`src/rtl/iadder_arb_b16.sv`:
```
// Round-robin arbiter sharing one approximate 16-bit adder among NREQ requesters.
// Define IADD_ERR_CHK_EN to add the exact-sum error flag and saturating error counter.
module iadder_B16_6B (
  input  logic [15:0] i_a,
  input  logic [15:0] i_b,
  output logic [15:0] o_sum
);
  logic [5:0] w_s0;
  logic [5:0] w_s1;
  logic [5:0] w_s2;
  logic [5:0] w_s3;
  logic [3:0] w_s4;
  logic       w_unused;

  assign w_s0 = i_a[5:0] + i_b[5:0];
  assign w_s1 = i_a[8:3] + i_b[8:3] + {5'd0, i_a[0]};
  assign w_s2 = i_a[11:6] + i_b[11:6] + {5'd0, i_a[3]};
  assign w_s3 = i_a[14:9] + i_b[14:9] + {5'd0, i_a[6]};
  assign w_s4 = i_a[15:12] + i_b[15:12] + {3'd0, i_a[9]};

  // overlapping windows only contribute their upper bits
  assign w_unused = ^{w_s1[2:0], w_s2[2:0], w_s3[2:0], w_s4[2:0]};

  assign o_sum = {w_s4[3], w_s3[5:3], w_s2[5:3], w_s1[5:3], w_s0};
endmodule

module iadder_arb_b16 #(
  parameter int NREQ = 4,
  parameter int IDW  = 2
) (
  input  logic              CLK,
  input  logic              RST_N,
  input  logic [NREQ-1:0]   REQ_VALID,
  output logic [NREQ-1:0]   REQ_READY,
  input  logic [16*NREQ-1:0] REQ_A,
  input  logic [16*NREQ-1:0] REQ_B,
  output logic              OUT_VALID,
  input  logic              OUT_READY,
  output logic [15:0]       OUT_SUM,
  output logic [IDW-1:0]    OUT_ID,
  output logic              OUT_ERR,
  output logic [15:0]       ERR_CNT
);
  logic [IDW-1:0] r_ptr;
  logic           r_valid;
  logic [15:0]    r_sum;
  logic [IDW-1:0] r_id;

  logic           w_slot_free;
  logic           w_hit;
  logic           w_take;
  logic [IDW-1:0] w_gnt;
  logic [15:0]    w_a;
  logic [15:0]    w_b;
  logic [15:0]    w_sum;
  logic [IDW-1:0] w_ptr_nxt;
  int             w_best;

  assign w_slot_free = !r_valid || OUT_READY;

  // pick the valid requester closest to r_ptr going upward, mod NREQ
  always_comb begin
    int d;
    w_hit  = 1'b0;
    w_best = 0;
    w_gnt  = '0;
    w_a    = '0;
    w_b    = '0;
    d      = 0;
    for (int i = 0; i < NREQ; i++) begin
      d = i - int'(r_ptr);
      if (d < 0) d = d + NREQ;
      if (REQ_VALID[i] && (!w_hit || d < w_best)) begin
        w_hit  = 1'b1;
        w_best = d;
        w_gnt  = IDW'(i);
        w_a    = REQ_A[16*i +: 16];
        w_b    = REQ_B[16*i +: 16];
      end
    end
  end

  assign w_take = w_hit && w_slot_free;

  always_comb begin
    REQ_READY = '0;
    for (int i = 0; i < NREQ; i++) begin
      REQ_READY[i] = w_take && (w_gnt == IDW'(i));
    end
  end

  assign w_ptr_nxt = (w_gnt == IDW'(NREQ - 1)) ? '0 : w_gnt + 1'b1;

  iadder_B16_6B u_add (
    .i_a  (w_a),
    .i_b  (w_b),
    .o_sum(w_sum)
  );

  always_ff @(posedge CLK) begin
    if (!RST_N) begin
      r_valid <= 1'b0;
      r_sum   <= '0;
      r_id    <= '0;
      r_ptr   <= '0;
    end else if (w_slot_free) begin
      r_valid <= w_take;
      if (w_take) begin
        r_sum <= w_sum;
        r_id  <= w_gnt;
        r_ptr <= w_ptr_nxt;
      end
    end
  end

  assign OUT_VALID = r_valid;
  assign OUT_SUM   = r_sum;
  assign OUT_ID    = r_id;

`ifdef IADD_ERR_CHK_EN
  logic [15:0] w_exact;
  logic        r_err;
  logic [15:0] r_cnt;

  assign w_exact = w_a + w_b;

  always_ff @(posedge CLK) begin
    if (!RST_N) begin
      r_err <= 1'b0;
      r_cnt <= '0;
    end else begin
      if (w_take) r_err <= (w_sum != w_exact);
      if (r_valid && OUT_READY && r_err && r_cnt != 16'hFFFF)
        r_cnt <= r_cnt + 16'd1;
    end
  end

  assign OUT_ERR = r_err;
  assign ERR_CNT = r_cnt;
`else
  assign OUT_ERR = 1'b0;
  assign ERR_CNT = 16'd0;
`endif
endmodule

```
`config.mk`:
```
export PLATFORM = sky130hd
export DESIGN_NAME = iadder_arb_b16
export DESIGN_NICKNAME = d
export VERILOG_FILES = /design/src/rtl/iadder_arb_b16.sv
export SDC_FILE = /design/constraint.sdc
export NUM_CORES = 1
export LEC_CHECK = 0
export CAP_MARGIN = 20
export CORE_MARGIN = 4
export CORE_UTILIZATION = 39
export CTS_BUF_LIST = sky130_fd_sc_hd__clkbuf_4
export CTS_CLUSTER_DIAMETER = 100
export CTS_CLUSTER_SIZE = 28
export DETAILED_ROUTE_END_ITERATION = 8
export PLACE_DENSITY_LB_ADDON = 0.05
export RECOVER_POWER = 50
export SETUP_SLACK_MARGIN = 0.4
export SYNTH_ARGS = -nofsm -noshare
export SYNTH_HDL_FRONTEND = slang
export SYNTH_SLANG_ARGS = --single-unit
```
`constraint.sdc`:
```
create_clock -name CLK -period 7.5 [get_ports CLK]
set_input_delay 1.5 -clock CLK [delete_from_list [all_inputs] [get_ports CLK]]
set_output_delay 1.5 -clock CLK [all_outputs]
set_load 0.01 [all_outputs]
```
# --- After elaboration in Yosys (flattened, before gate mapping) ---
# Cells that the tools add are included.
word_totals:
  rom_bits: 0
  latch_bits: 0
  register_bits: 21
  ram_bits: 0
  in_bits: 135
  elab_cells: 73
  memories: 0
op_classes:
  n_mux: 23
  n_reduce_logical: 18
  n_eq_ne: 3
  n_addsub: 18
  n_shift: 0
  magnitude_cmp: 7
  mul: 0
  bitwise: 0
  n_div: 0
ops:
  columns: ["operator", "count"]
  rows:
  - ["$mux 32", 7]
  - ["$mux 16", 8]
  - ["$lt 32x32->1", 3]
  - ["$add 6x6->6", 4]
  - ["$add 3x4->5 const B", 4]
  - ["$add 6x1->6", 3]
  - ["$lt 3x1->1 const B", 4]
  - ["$logic_and 1x1->1", 8]
  - ["$mux 2", 3]
  - ["$sub 1x2->3 const A", 2]
  - ["$sub 2x2->3 const A", 2]
  - ["$mux 1", 5]
  - ["$add 4x1->4", 1]
  - ["$add 4x4->4", 1]
  - ["$eq 2x2->1 const B", 2]
  - ["$logic_not 1->1", 4]
  - ["$logic_or 1x1->1", 4]
  - ["$add 2x1->2 const B", 1]
  - ["$eq 2x1->1 const B", 1]
  - ["$logic_not 2->1", 1]
  - ["$reduce_and 2->1", 1]

# --- Depth between registers and ports, before layout ---
# Gate-level depths: netlist of the first run.
logic_depth:
  ltp_word: 18
  mapped_depth: 26
  depth_no_buf: 22

# --- By module ---
# A second synthesis of the first run with hierarchy kept.
unflattened:
  cells_unflattened: 517
  hier_area_um2: 3538.4
modules_own_cells:
  columns: ["module", "cells_per_inst", "area_per_inst_um2", "n_inst"]
  rows:
  - ["iadder_arb_b16", 446, 2939.1, 1]
  - ["iadder_B16_6B", 71, 599.3, 1]

# --- Worst setup path before layout of the first run ---
# No wires, ideal clock.
synth_path:
  kind: "in2out"
  from: "input REQ_VALID[0]"
  to: "output REQ_READY[2]"
  path_stages: 18
  path_slack_ns: 1.457
  arrival_time_ns: 4.543
  cell_sequence: "buf_6 clkbuf_1 mux2i_1 a21oi_1 ha_1 o22ai_2 o21ai_4 o21ai_0 ha_1 o32ai_1 and2_4 or2_1 buf_6 buf_2 nor2_1 inv_1 ha_1 and2_1"
synth_via:
  elab_chain_cells: 15
synth_lines:
  columns: ["element", "line", "source"]
  rows:
  - ["start: declaration", "33", "input logic [NREQ-1:0] REQ_VALID,"]
  - ["$mux 32 / $mux 1 (equally long branches)", "73", "if (REQ_VALID[i] && (!w_hit || d < w_best)) begin"]
  - ["$lt 32x32->1 / $logic_not 1->1 (equally long branches)", "73", null]
  - ["$logic_or 1x1->1", "73", null]
  - ["$logic_and 1x1->1", "73", null]
  - ["$mux 32 / $mux 1 (equally long branches)", "73", null]
  - ["$lt 32x32->1 / $logic_not 1->1 (equally long branches)", "73", null]
  - ["$logic_or 1x1->1", "73", null]
  - ["$logic_and 1x1->1", "73", null]
  - ["$mux 32 / $mux 1 (equally long branches)", "73", null]
  - ["$lt 32x32->1 / $logic_not 1->1 (equally long branches)", "73", null]
  - ["$logic_or 1x1->1", "73", null]
  - ["$logic_and 1x1->1", "73", null]
  - ["$mux 2 *", "73", null]
  - ["via w_gnt[1]", "52", "logic [IDW-1:0] w_gnt;"]
  - ["$eq 2x2->1 *", "88", "REQ_READY[i] = w_take && (w_gnt == IDW'(i));"]
  - ["$logic_and 1x1->1 *", "88", null]
  - ["end: declaration", "34", "output logic [NREQ-1:0] REQ_READY,"]
# The timed path passes the listed nets; every way through them passes the cells marked *.

# --- Final worst setup path of the first run ---
layout_path:
  from: "input REQ_VALID[0]"
  to: "output REQ_READY[3]"
# The elaborated chain is that of the path after synthesis.

==> out/metrics.csv, run 1 <==
metric,value,unit
numCtsBuffers,3,
avgViaCountPerCell,5.287,
place.detailed.hpwl,8381,µm
die_h,93.58,µm
timing.critical_path.from_type,primary input,
vias_in_the_first_global_route,3452,
maxClockFrequency,145.9,MHz
post_cts_hold_buffer_count,0,
clock_sink_count,21,
biggest_area_consumer_among_synthesized_cells,sky130_fd_sc_hd__dfxtp_1,
antenna_found_initial,0,
endpoint_kind_of_the_worst_setup_timing_path,output port,
port_buffers,157,
unrepaired_setup_endpoints_after_global_routing,no,
pin_count_of_the_biggest_net_entering_global_routing,61,
clock-root-buffer,sky130_fd_sc_hd__clkbuf_4,
crit_top_cell,sky130_fd_sc_hd__ha_1,
synth_sequential_area_ratio,14.72,%
setup_tns,0,ns
via_count,3537,
power.leakage,1.784,nW
drt-pass1-iter-count,4,
grt_remaining_overflow,0,
drc,0,
cp_cell_sequence,clkdlybuf4s50_1 > buf_4 > nor3b_1 > a21oi_1 > ha_1 > o22ai_2 > o21ai_4 > nand2_1 > o21ai_0 > ha_1 > o32ai_1 > and2_4 > or2_2 > a21oi_2 > inv_1 > ha_1 > and2_1 > clkdlybuf4s50_1,
rows,30,
timing.final.crit_share,91.37,%
tritoncts,yes,
worst_slew_margin_relative_to_its_limit,20.83,%
final-setup-viol-count,0,
filler_cell_count,651,
cts.path.max_buffers,2,
synth_edf_count,0,
synthToLayoutAreaGrowth,55.89,%
drive_above_1_share,5.759,%
layout.nets,731,
finalWirelength,10180,µm
worst_skew_pair.late_latency,0.30,ns
placeableCoreArea,6944,µm²
worst_path_largest_cell_delay,0.53,ns
yosysMostFrequentCell,sky130_fd_sc_hd__nand2_1,
kind_of_critical_path,primary input to output port,
yosys.cell_types.count,61,
max-cap-violations,0,
slew_viol_final,0,
io_pins,175,
ys_top_cells_by_area,"sky130_fd_sc_hd__dfxtp_1, sky130_fd_sc_hd__a21oi_1, sky130_fd_sc_hd__nand2_1",
clkSlewWorstSetupHoldPaths,0.11,ns
global_route.usage.total,22.22,%
worst_path_max_delay_cell,sky130_fd_sc_hd__clkdlybuf4s50_1,
vdd_ir_drop_max,228.8,µV
crit_path_max_fanout,10,
gp_congestion,0.8582,
hold_class,register to register,
worst_max_slew_pin_slew,1.188,ns
crit_arrival,5.35,ns
pwr_density_cell,362.9,nW/µm²
ctsHtreeMaxLevel,1,
final_non_filler_cell_area,4453,µm²
die_w,93.58,µm
outcome,"complete, no violations",
post_dp_cell_area,4400,µm²
yosys_warnings,0,
drt-wirelength-per-cell,15.21,µm
period_minus_slack,6.853,ns
wire_length_of_the_first_global_routing_pass,15820,µm
synth_ff_type,sky130_fd_sc_hd__dfxtp_1,
timing.clock.skew,0.007691,ns
dr.first_iter.drc_count,159,
num_antenna_cells,0,
synth-async-reset-ratio,0,%
netlist_area,2856,µm²
synthesis.area_per_instance,6.612,µm²
final_antenna_net_count,0,
netlist_instances,432,
critical_path_required,6.00,ns
report.final.hold_viol_count,0,
synth-seq-cells,21,
start_util,41.14,%
yosysTopAreaCellShare,14.72,%
commonest_cells_in_the_netlist,"sky130_fd_sc_hd__nand2_1, sky130_fd_sc_hd__a21oi_1, sky130_fd_sc_hd__o21ai_0, sky130_fd_sc_hd__nand3_1",
design.die.area,8757,µm²
[registers in the layout, summed over array words and instances (netlist names)]
register and cells:
OUT_SUM 16, OUT_ID 2, r_ptr 2, OUT_VALID 1
[layout by cell type, fill, tap and decap left out, types with 4 or more instances in the layout]
cell type | netlist | layout
sky130_fd_sc_hd__clkdlybuf4s50_1 | 0 | 138
sky130_fd_sc_hd__nand2_1 | 79 | 79
sky130_fd_sc_hd__a21oi_1 | 73 | 72
sky130_fd_sc_hd__o21ai_0 | 38 | 38
sky130_fd_sc_hd__nand3_1 | 33 | 33
sky130_fd_sc_hd__dfxtp_1 | 21 | 21
sky130_fd_sc_hd__ha_1 | 21 | 21
sky130_fd_sc_hd__dlygate4sd3_1 | 0 | 19
sky130_fd_sc_hd__nor2_1 | 17 | 17
sky130_fd_sc_hd__conb_1 | 1 | 17
sky130_fd_sc_hd__buf_4 | 18 | 10
sky130_fd_sc_hd__inv_1 | 7 | 7
sky130_fd_sc_hd__a21o_1 | 7 | 7
sky130_fd_sc_hd__xnor2_1 | 7 | 7
sky130_fd_sc_hd__xor2_1 | 6 | 6
sky130_fd_sc_hd__o21ai_1 | 4 | 4
sky130_fd_sc_hd__nand2b_1 | 4 | 4
sky130_fd_sc_hd__a221oi_1 | 4 | 4
sky130_fd_sc_hd__o31ai_1 | 4 | 4
sky130_fd_sc_hd__nor3b_1 | 4 | 4
sky130_fd_sc_hd__and2_1 | 4 | 4
sky130_fd_sc_hd__a211oi_1 | 4 | 4
sky130_fd_sc_hd__a31oi_1 | 4 | 4
sky130_fd_sc_hd__clkbuf_4 | 0 | 4
[metrics by stage]
| step | std cells | total power, W | hold WS, ns | util, % | setup WS [ns] |
|---|---|---|---|---|---|
| 5_1_grt | 669 | 0.001789 | 0.4839 | 64.13 | 0.3813 |
| 3_5_place_dp | 662 | 0.001557 | 0.4457 | 63.37 | 0.4278 |
| 6_report | 669 | 0.001616 | 0.4561 | 64.13 | 0.6470 |
| 3_3_place_gp | 662 | 0.001526 | 0.4466 | 63.37 | 0.5951 |
| 2_1_floorplan | 448 | 0.001165 | 0.4761 | - | 1.457 |
| 4_1_cts | 666 | 0.001622 | 0.4616 | 63.80 | 0.4117 |
[final timing paths]
check	start	to	slack, ns	cells after the start
min	OUT_SUM[1]$_SDFFE_PN0P_	OUT_SUM[1]$_SDFFE_PN0P_	0.46	2
max reg2reg	r_ptr[0]$_SDFFE_PN0P_	OUT_SUM[7]$_SDFFE_PN0P_	2.35	21
max	REQ_VALID[0]	REQ_READY[3]	0.65	18
min reg2reg	OUT_SUM[1]$_SDFFE_PN0P_	OUT_SUM[1]$_SDFFE_PN0P_	0.46	2
[power breakdown]
| group | internal, W | leakage, nW | switching, W | total, W |
|---|---|---|---|---|
| logic | 0.000619 | 1.59 | 0.000760 | 0.00138 |
| registers | 0.000154 | 0.174 | 0.0000262 | 0.000180 |
| clock network | 0.0000244 | 0.0184 | 0.0000332 | 0.0000576 |
| total | 0.000797 | 1.78 | 0.000819 | 0.00162 |
[critical path, delay by kind of cell]
| family | cells | cell delay (ns) |
|---|---|---|
| AO/OA/AOI/OAI | 6 | 0.81 |
| adder cells (fa/ha/maj) | 3 | 0.81 |
| buffers and inverters | 4 | 1.31 |
| AND/OR/NAND/NOR | 5 | 0.92 |
[routing by layer]
metal / global-route usage [%] / vias up / routed length, µm
li1: - / 1784 / -
met1: 24.24 / 1591 / 3957
met2: 43.06 / 148 / 5212
met4: 5.415 / 0 / 208
met3: 4.747 / 14 / 797
met5: 0 / - / 0
[area by class of cell]
cell class | instances | area (µm²) | share of cell area, %
clock buffer | 4 | 30.03 | 0.6743
inverter | 8 | 32.53 | 0.7305
multi-input combinational | 372 | 2200 | 49.40
sequential | 21 | 420.4 | 9.441
tap | 96 | 120.1 | 2.697
timing repair buffer | 168 | 1650 | 37.06
[timing repair]
| item | in CTS | in global routing |
|---|---|---|
| gates resized for setup | 0 | 2 |
| setup buffers | 0 | 3 |
| endpoints found under the setup margin | 0 | 4 |
[logic make-up (layout without fill, tap and decap cells)]
family | Yosys count | after routing | synth area share (%)
DFF | 21 | 21 | 14.72
adders and majority gates | 22 | 22 | 9.899
buffers and inverters | 55 | 180 | 10.56
xor gates and xnor gates | 13 | 13 | 3.986
muxes | 3 | 3 | 1.095
other | 1 | 17 | 0.1313
AOI/OAI and AO/OA | 161 | 161 | 34.38
and+or+nand+nor | 156 | 156 | 25.23
Note: power is estimated with default switching activity, not from simulation.
==> run 2, diff against run 1 <==
--- a/config.mk
+++ b/config.mk
@@ -6,12 +6,12 @@
 export NUM_CORES = 1
 export LEC_CHECK = 0
 export CAP_MARGIN = 20
-export CORE_MARGIN = 4
 export CORE_UTILIZATION = 39
 export CTS_BUF_LIST = sky130_fd_sc_hd__clkbuf_4
 export CTS_CLUSTER_DIAMETER = 100
 export CTS_CLUSTER_SIZE = 28
 export DETAILED_ROUTE_END_ITERATION = 8
+export HOLD_SLACK_MARGIN = 0.1
 export PLACE_DENSITY_LB_ADDON = 0.05
 export RECOVER_POWER = 50
 export SETUP_SLACK_MARGIN = 0.4
==> run 2 against run 1 <==
Highest routed layer unchanged. Combinational power about the same. Sequential power about the same. Critical path depth unchanged. Sequential share of layout area about the same. Power down 0.44%. Via count down 0.23%. Critical path type unchanged.
==> out/metrics.csv, run 2 (synthesis results as in run 1) <==
metric,value,unit,change
outcome,"complete, no violations",,
r2r-start,r_ptr[0]$_SDFFE_PN0P_,,
cts.path.max_buffers,2,,unchanged
vias_in_the_first_global_route,3249,,-5.9%
clock-root-buffer,sky130_fd_sc_hd__clkbuf_4,,
via_count,3529,,-0.23%
placeableCoreArea,6944,µm²,unchanged
io_pins,175,,unchanged
place.detailed.hpwl,7858,µm,-6.2%
synthToLayoutAreaGrowth,55.54,%,
timing.critical_path.from_type,primary input,,
worst_slew_margin_relative_to_its_limit,39.65,%,+19 points
period_minus_slack,6.921,ns,+0.06779 ns
unrepaired_setup_endpoints_after_global_routing,no,,
timing.clock.skew,0.001103,ns,-0.006588 ns
clock_sink_count,21,,unchanged
global_route.usage.total,25.05,%,+2.8 points
post_cts_hold_buffer_count,0,,unchanged
die_w,87.58,µm,-6.4%
critical_path_required,6.00,ns,about the same
report.final.hold_viol_count,0,,unchanged
whs_endpoint,OUT_SUM[4]$_SDFFE_PN0P_,,
mostFrequentLayoutCell,sky130_fd_sc_hd__clkdlybuf4s50_1,,
filler_cell_count,666,,+2.3%
grt_remaining_overflow,0,,unchanged
worst_max_slew_pin_slew,0.9031,ns,-0.2845 ns
crit_path_max_fanout,7,,-3
num_antenna_cells,0,,unchanged
antenna_found_initial,0,,unchanged
maxClockFrequency,144.5,MHz,-0.98%
avgViaCountPerCell,5.283,,about the same
dr.first_iter.drc_count,185,,+16%
endpoint_kind_of_the_worst_setup_timing_path,output port,,
drive_above_1_share,5.594,%,-0.16 points
hold_path_depth,2,,unchanged
numCtsBuffers,3,,unchanged
vdd_ir_drop_max,220.0,µV,-3.9%
layout.nets,730,,-0.14%
kind_of_critical_path,primary input to output port,,
worstReg2RegEnd,OUT_SUM[7]$_SDFFE_PN0P_,,
slew_viol_final,0,,unchanged
port_buffers,157,,unchanged
start_util,41.14,%,unchanged
final-setup-viol-count,0,,unchanged
setup_tns,0,ns,unchanged
pin_count_of_the_biggest_net_entering_global_routing,61,,unchanged
max-cap-violations,0,,unchanged
final_antenna_net_count,0,,unchanged
drt-pass1-iter-count,4,,unchanged
clkSlewWorstSetupHoldPaths,0.11,ns,about the same
wire_length_of_the_first_global_routing_pass,15120,µm,-4.4%
tritoncts,yes,,
rows,30,,unchanged
finalWirelength,9812,µm,-3.6%
worst_skew_pair.late_latency,0.31,ns,about the same
pwr_density_cell,362.1,nW/µm²,-0.22%
die_h,87.58,µm,-6.4%
timing.final.crit_share,92.28,%,+0.90 points
ctsHtreeMaxLevel,1,,unchanged
r2r.worst_path.cells,20,,-4.8%
drc,0,,unchanged
power.leakage,1.780,nW,-0.19%
worstHoldStart,OUT_SUM[4]$_SDFFE_PN0P_,,
crit_arrival,5.42,ns,+0.07 ns
worst_hold_slack,0.4635,ns,+0.007333 ns
gp_congestion,0.8722,,+1.6%
final_cell_mix,"sky130_fd_sc_hd__clkdlybuf4s50_1, sky130_fd_sc_hd__nand2_1, sky130_fd_sc_hd__a21oi_1, sky130_fd_sc_hd__o21ai_0, sky130_fd_sc_hd__nand3_1",,
reg2reg_setup_slack,2.38,ns,+0.03 ns
hold_class,register to register,,
largest_register_ff_count,16,,unchanged
design.die.area,7670,µm²,-12%
drt-wirelength-per-cell,14.69,µm,-3.4%
[run 2: worst max path at each step]
stage	startpoint	to	slack (ns)	depth (start not counted)
after floorplan	REQ_VALID[0]	REQ_READY[2]	1.46	18
after global placement	REQ_VALID[1]	REQ_READY[3]	0.58	17
after detailed placement	REQ_VALID[1]	REQ_READY[3]	0.49	17
after CTS	REQ_VALID[1]	REQ_READY[3]	0.47	17
after global routing	REQ_VALID[1]	REQ_READY[1]	0.25	17
final	REQ_VALID[1]	REQ_READY[3]	0.58	18
[run 2: stage by stage]
step                      cell area (µm²)  util, %  total power [W]  instances  setup WS (ns)
after detailed placement             4393    63.26         0.001554        661         0.4855
after global placement               4393    63.26         0.001532        661         0.5840
after global routing                 4443    63.98         0.001780        668         0.2478
after CTS                            4423    63.69         0.001620        665         0.4726
final                                4443    63.98         0.001609        668         0.5792
after floorplan                      2917        -         0.001165        448          1.457
[run 2: critical path: stages]
cell and delay (ns):
sky130_fd_sc_hd__dlygate4sd3_1 0.75, sky130_fd_sc_hd__inv_4 0.08, sky130_fd_sc_hd__mux2i_1 0.13, sky130_fd_sc_hd__a21oi_1 0.11
sky130_fd_sc_hd__ha_1 0.30, sky130_fd_sc_hd__o22ai_1 0.29, sky130_fd_sc_hd__o21ai_4 0.12, sky130_fd_sc_hd__nand2_1 0.07
sky130_fd_sc_hd__o21ai_0 0.08, sky130_fd_sc_hd__ha_1 0.28, sky130_fd_sc_hd__o32ai_1 0.07, sky130_fd_sc_hd__and2_4 0.19
sky130_fd_sc_hd__or2_2 0.33, sky130_fd_sc_hd__a21oi_2 0.23, sky130_fd_sc_hd__inv_1 0.10, sky130_fd_sc_hd__ha_1 0.20
sky130_fd_sc_hd__and2_1 0.13, sky130_fd_sc_hd__clkdlybuf4s50_1 0.47
[run 2: what timing repair did]
item | in CTS | in global routing
gates resized for setup | 0 | 1
endpoints found under the hold margin | 0 | 0
setup endpoints to repair | 0 | 4
setup buffers | 0 | 3
[run 2: cell type report]
| class | instances | area [µm²] | area share (%) |
|---|---|---|---|
| multi-input cells | 372 | 2193 | 49.37 |
| inverters | 8 | 32.53 | 0.7322 |
| repair buffers | 167 | 1647 | 37.06 |
| well taps | 96 | 120.1 | 2.703 |
| flip-flops and latches | 21 | 420.4 | 9.462 |
| clock buffers | 4 | 30.03 | 0.6759 |
[run 2: power by group]
part           switching [W]  internal, W  total (W)
Sequential         0.0000246     0.000154   0.000179
Clock              0.0000345    0.0000244  0.0000589
Combinational       0.000756     0.000616    0.00137
Total               0.000815     0.000794    0.00161
[run 2: routing by layer]
| layer | vias up | GRT usage [%] | wire [µm] |
|---|---|---|---|
| met5 | - | 0 | 0 |
| met4 | 0 | 2.534 | 70 |
| met3 | 8 | 4.053 | 667 |
| met2 | 149 | 48.72 | 5120 |
| met1 | 1580 | 29.57 | 3954 |
| li1 | 1792 | - | - |
==> run 3, diff against run 2 <==
--- a/config.mk
+++ b/config.mk
@@ -6,15 +6,17 @@
 export NUM_CORES = 1
 export LEC_CHECK = 0
 export CAP_MARGIN = 20
-export CORE_UTILIZATION = 39
+export CORE_UTILIZATION = 42
 export CTS_BUF_LIST = sky130_fd_sc_hd__clkbuf_4
 export CTS_CLUSTER_DIAMETER = 100
 export CTS_CLUSTER_SIZE = 28
 export DETAILED_ROUTE_END_ITERATION = 8
 export HOLD_SLACK_MARGIN = 0.1
+export MAX_ROUTING_LAYER = met4
 export PLACE_DENSITY_LB_ADDON = 0.05
 export RECOVER_POWER = 50
 export SETUP_SLACK_MARGIN = 0.4
 export SYNTH_ARGS = -nofsm -noshare
 export SYNTH_HDL_FRONTEND = slang
+export SYNTH_HIERARCHICAL = 1
 export SYNTH_SLANG_ARGS = --single-unit
==> constraint.sdc (replaced) <==
create_clock -name CLK -period 7.3 [get_ports CLK]
set_input_delay 1.46 -clock CLK [delete_from_list [all_inputs] [get_ports CLK]]
set_output_delay 1.46 -clock CLK [all_outputs]
set_load 0.01 [all_outputs]
==> run 3 against run 2 <==
Synthesized cell count up 20%. Sequential share of layout area down 1.2 points. Register-to-register slack worse by 0.56 ns. Combinational power up 28%. Non-clock buffer count down 1. Clock skew up 0.0098 ns. Utilization down 2.0 points. Clock power down 6.3%. Final cell count up 12%. Routed wire length up 12%. Die area up 15%. Highest routed layer unchanged.
==> out/metrics.csv, run 3 <==
metric,value,unit,change
reg2reg_setup_slack,1.82,ns,-0.56 ns
final_antenna_net_count,0,,unchanged
drt-wirelength-per-cell,14.66,µm,-0.17%
numCtsBuffers,3,,unchanged
kind_of_critical_path,primary input to output port,,
filler_cell_count,777,,+17%
pin_count_of_the_biggest_net_entering_global_routing,70,,+15%
slew_viol_final,0,,unchanged
finalWirelength,10970,µm,+12%
wire_length_of_the_first_global_routing_pass,17370,µm,+15%
outcome,"complete, no violations",,
postCtsResizedCells,0,,unchanged
synth-seq-cells,21,,unchanged
timing.critical_path.from_type,primary input,,
cts.path.max_buffers,2,,unchanged
maxClockFrequency,147.9,MHz,
synthToLayoutAreaGrowth,43.21,%,
power.leakage,2.489,nW,+40%
worst_path_max_delay_cell,sky130_fd_sc_hd__clkdlybuf4s50_1,,
clock_sink_count,21,,unchanged
cp_cell_sequence,clkdlybuf4s50_1 > o32a_1 > ha_1 > o22ai_2 > o21ai_0 > nor2_1 > a21o_1 > ha_1 > nor2_1 > o311ai_4 > and2_1 > ha_1 > and2_1 > clkdlybuf4s50_1,,
num_antenna_cells,0,,unchanged
crit_end,REQ_READY[0],,
port_buffers,157,,unchanged
io_pins,175,,unchanged
place.detailed.hpwl,8716,µm,+11%
largest_register_ff_count,16,,unchanged
commonest_cells_in_the_netlist,"sky130_fd_sc_hd__inv_1, sky130_fd_sc_hd__nand2_1, sky130_fd_sc_hd__a21oi_1, sky130_fd_sc_hd__o211ai_1",,
drive_above_1_share,4.510,%,-1.1 points
period_minus_slack,6.760,ns,
report.final.hold_viol_count,0,,unchanged
setup_tns,0,ns,unchanged
crit_arrival,5.30,ns,-0.12 ns
clkSlewWorstSetupHoldPaths,0.10,ns,about the same
unrepaired_setup_endpoints_after_global_routing,no,,
max-cap-violations,0,,unchanged
biggest_area_consumer_among_synthesized_cells,sky130_fd_sc_hd__dfxtp_1,,
global_route.usage.total,25.40,%,+0.34 points
die_h,93.79,µm,+7.1%
crit_top_cell,sky130_fd_sc_hd__ha_1,,
seqCellArea,420.4,µm²,unchanged
rows,33,,+10%
r2r-start,r_ptr[0]$_SDFFE_PN0P_,,
timing.final.crit_share,92.61,%,
worst_skew_pair.late_latency,0.31,ns,about the same
tritoncts,yes,,
yosys.cell_types.count,46,,-25%
synth_ff_type,sky130_fd_sc_hd__dfxtp_1,,
cp-startpoint,REQ_VALID[1],,
yosysMostFrequentCell,sky130_fd_sc_hd__inv_1,,
worst_slew_margin_relative_to_its_limit,29.73,%,-9.9 points
layout_cells_excl_fill,748,,+12%
synthesis.area_per_instance,6.844,µm²,+3.5%
pwr_density_cell,392.5,nW/µm²,+8.4%
synth_edf_count,0,,unchanged
vdd_ir_drop_max,158.0,µV,-28%
gp_congestion,0.9133,,+4.7%
vias_in_the_first_global_route,3552,,+9.3%
drc,0,,unchanged
critical_path_cell_count,14,,-4
via_count,3910,,+11%
grt_remaining_overflow,0,,unchanged
worst_path_dominant_cell_family,compound AO/OA/AOI/OAI gates,,
placeableCoreArea,8175,µm²,+18%
placed_cells_incl_taps,744,,+13%
netlist_area,3538,µm²,+24%
timing.critical_path.buf_inv,2,,-2
synth_sequential_area_ratio,11.88,%,-2.8 points
synth-async-reset-ratio,0,%,unchanged
worstReg2RegEnd,OUT_SUM[4]$_SDFFE_PN0P_,,
layout.nets,801,,+9.7%
yosys_warnings,6,,+6
worst_path_largest_cell_delay,0.53,ns,-0.22 ns
endpoint_kind_of_the_worst_setup_timing_path,output port,,
post_cts_buffers,0,,unchanged
crit_path_max_fanout,6,,-1
hold_class,register to register,,
mostFrequentLayoutCell,sky130_fd_sc_hd__clkdlybuf4s50_1,,
multi_input_comb_area,2580,µm²,+18%
ctsHtreeMaxLevel,1,,unchanged
worst_max_slew_pin_slew,1.051,ns,+0.1478 ns
clock-root-buffer,sky130_fd_sc_hd__clkbuf_4,,
final-setup-viol-count,0,,unchanged
critical_path_required,5.84,ns,-0.16 ns
drt-pass1-iter-count,6,,+2
avgViaCountPerCell,5.227,,-1.1%
start_util,43.28,%,+2.1 points
post_cts_hold_buffer_count,0,,unchanged
design.die.area,8796,µm²,+15%
r2r.worst_path.cells,22,,+10%
die_w,93.79,µm,+7.1%
antenna_found_initial,0,,unchanged
dr.first_iter.drc_count,190,,+2.7%
timing.clock.skew,0.01091,ns,+0.009809 ns
final_cell_mix,"sky130_fd_sc_hd__clkdlybuf4s50_1, sky130_fd_sc_hd__inv_1, sky130_fd_sc_hd__nand2_1, sky130_fd_sc_hd__a21oi_1, sky130_fd_sc_hd__o211ai_1",,
ys_top_cells_by_area,"sky130_fd_sc_hd__dfxtp_1, sky130_fd_sc_hd__mux2i_1, sky130_fd_sc_hd__inv_1",,
netlist_instances,517,,+20%
yosysTopAreaCellShare,11.88,%,-2.8 points
## run 3: worst register-to-register path: cells and delay by family (launching register included)
kind / cells / cell delay (ns)
AOI/OAI and AO/OA: 7 / 1.71
xor gates and xnor gates: 1 / 0.14
adders and majority gates: 4 / 1.20
buffers and inverters: 3 / 0.83
DFF: 1 / 0.58
muxes: 1 / 0.38
and+or+nand+nor: 6 / 0.58
## run 3: logic make-up after synthesis
| kind of cell | synth area share (%) |
|---|---|
| adder cells (fa/ha/maj) | 7.991 |
| multiplexers | 9.052 |
| XOR/XNOR | 3.960 |
| flip-flops | 11.88 |
| buffers and inverters | 17.36 |
| AO/OA/AOI/OAI | 31.15 |
| other | 0.1060 |
| AND/OR/NAND/NOR | 18.49 |
## run 3: metal layers
metal  vias up  track usage (%)  wire length (µm)
met5         -                -                 0
met4         0            5.513               125
met3         9            1.699               600
met2       148            42.64              5300
met1      1760            33.40              4942
li1       1993                -                 -
## run 3: cell type report
class                   instances  area share [%]
flip-flops and latches         21           8.296
well taps                     105           2.593
clock inverters                 1         0.09877
multi-input cells             379           50.91
repair buffers                166           32.25
clock buffers                   3          0.4444
inverters                      73           5.407
## run 3: worst min-delay path by stage
| stage | startpoint | endpoint | slack, ns | cells past startpoint |
|---|---|---|---|---|
| 3_5_place_dp | OUT_SUM[2]$_SDFFE_PN0P_ | OUT_SUM[2]$_SDFFE_PN0P_ | 0.46 | 2 |
| 6_report | OUT_SUM[2]$_SDFFE_PN0P_ | OUT_SUM[2]$_SDFFE_PN0P_ | 0.46 | 2 |
| 4_1_cts | OUT_SUM[2]$_SDFFE_PN0P_ | OUT_SUM[2]$_SDFFE_PN0P_ | 0.47 | 2 |
| 2_1_floorplan | OUT_SUM[0]$_SDFFE_PN0P_ | OUT_SUM[0]$_SDFFE_PN0P_ | 0.48 | 2 |
| 3_3_place_gp | OUT_SUM[2]$_SDFFE_PN0P_ | OUT_SUM[2]$_SDFFE_PN0P_ | 0.45 | 2 |
| 5_1_grt | OUT_SUM[1]$_SDFFE_PN0P_ | OUT_SUM[1]$_SDFFE_PN0P_ | 0.49 | 2 |
## run 3: report_power, final
part,leakage [nW],internal (W),switching (W)
registers,0.174,0.000161,0.0000274
logic,2.30,0.000794,0.000952
clock network,0.0177,0.0000205,0.0000347
total,2.49,0.000975,0.00101
## run 3: metrics by stage
stage                     instance area (µm²)  utilization, %  total power [W]  hold WS, ns  worst slack (ns)
after floorplan                          3598               -         0.001500       0.4805             1.244
after CTS                                5067           61.98         0.002001       0.4724            0.5575
after detailed placement                 5040           61.65         0.001938       0.4572            0.5915
final                                    5067           61.98         0.001989       0.4638            0.5397
after global routing                     5067           61.98         0.002193       0.4869            0.2581
after global placement                   5040           61.65         0.001910       0.4479            0.6899
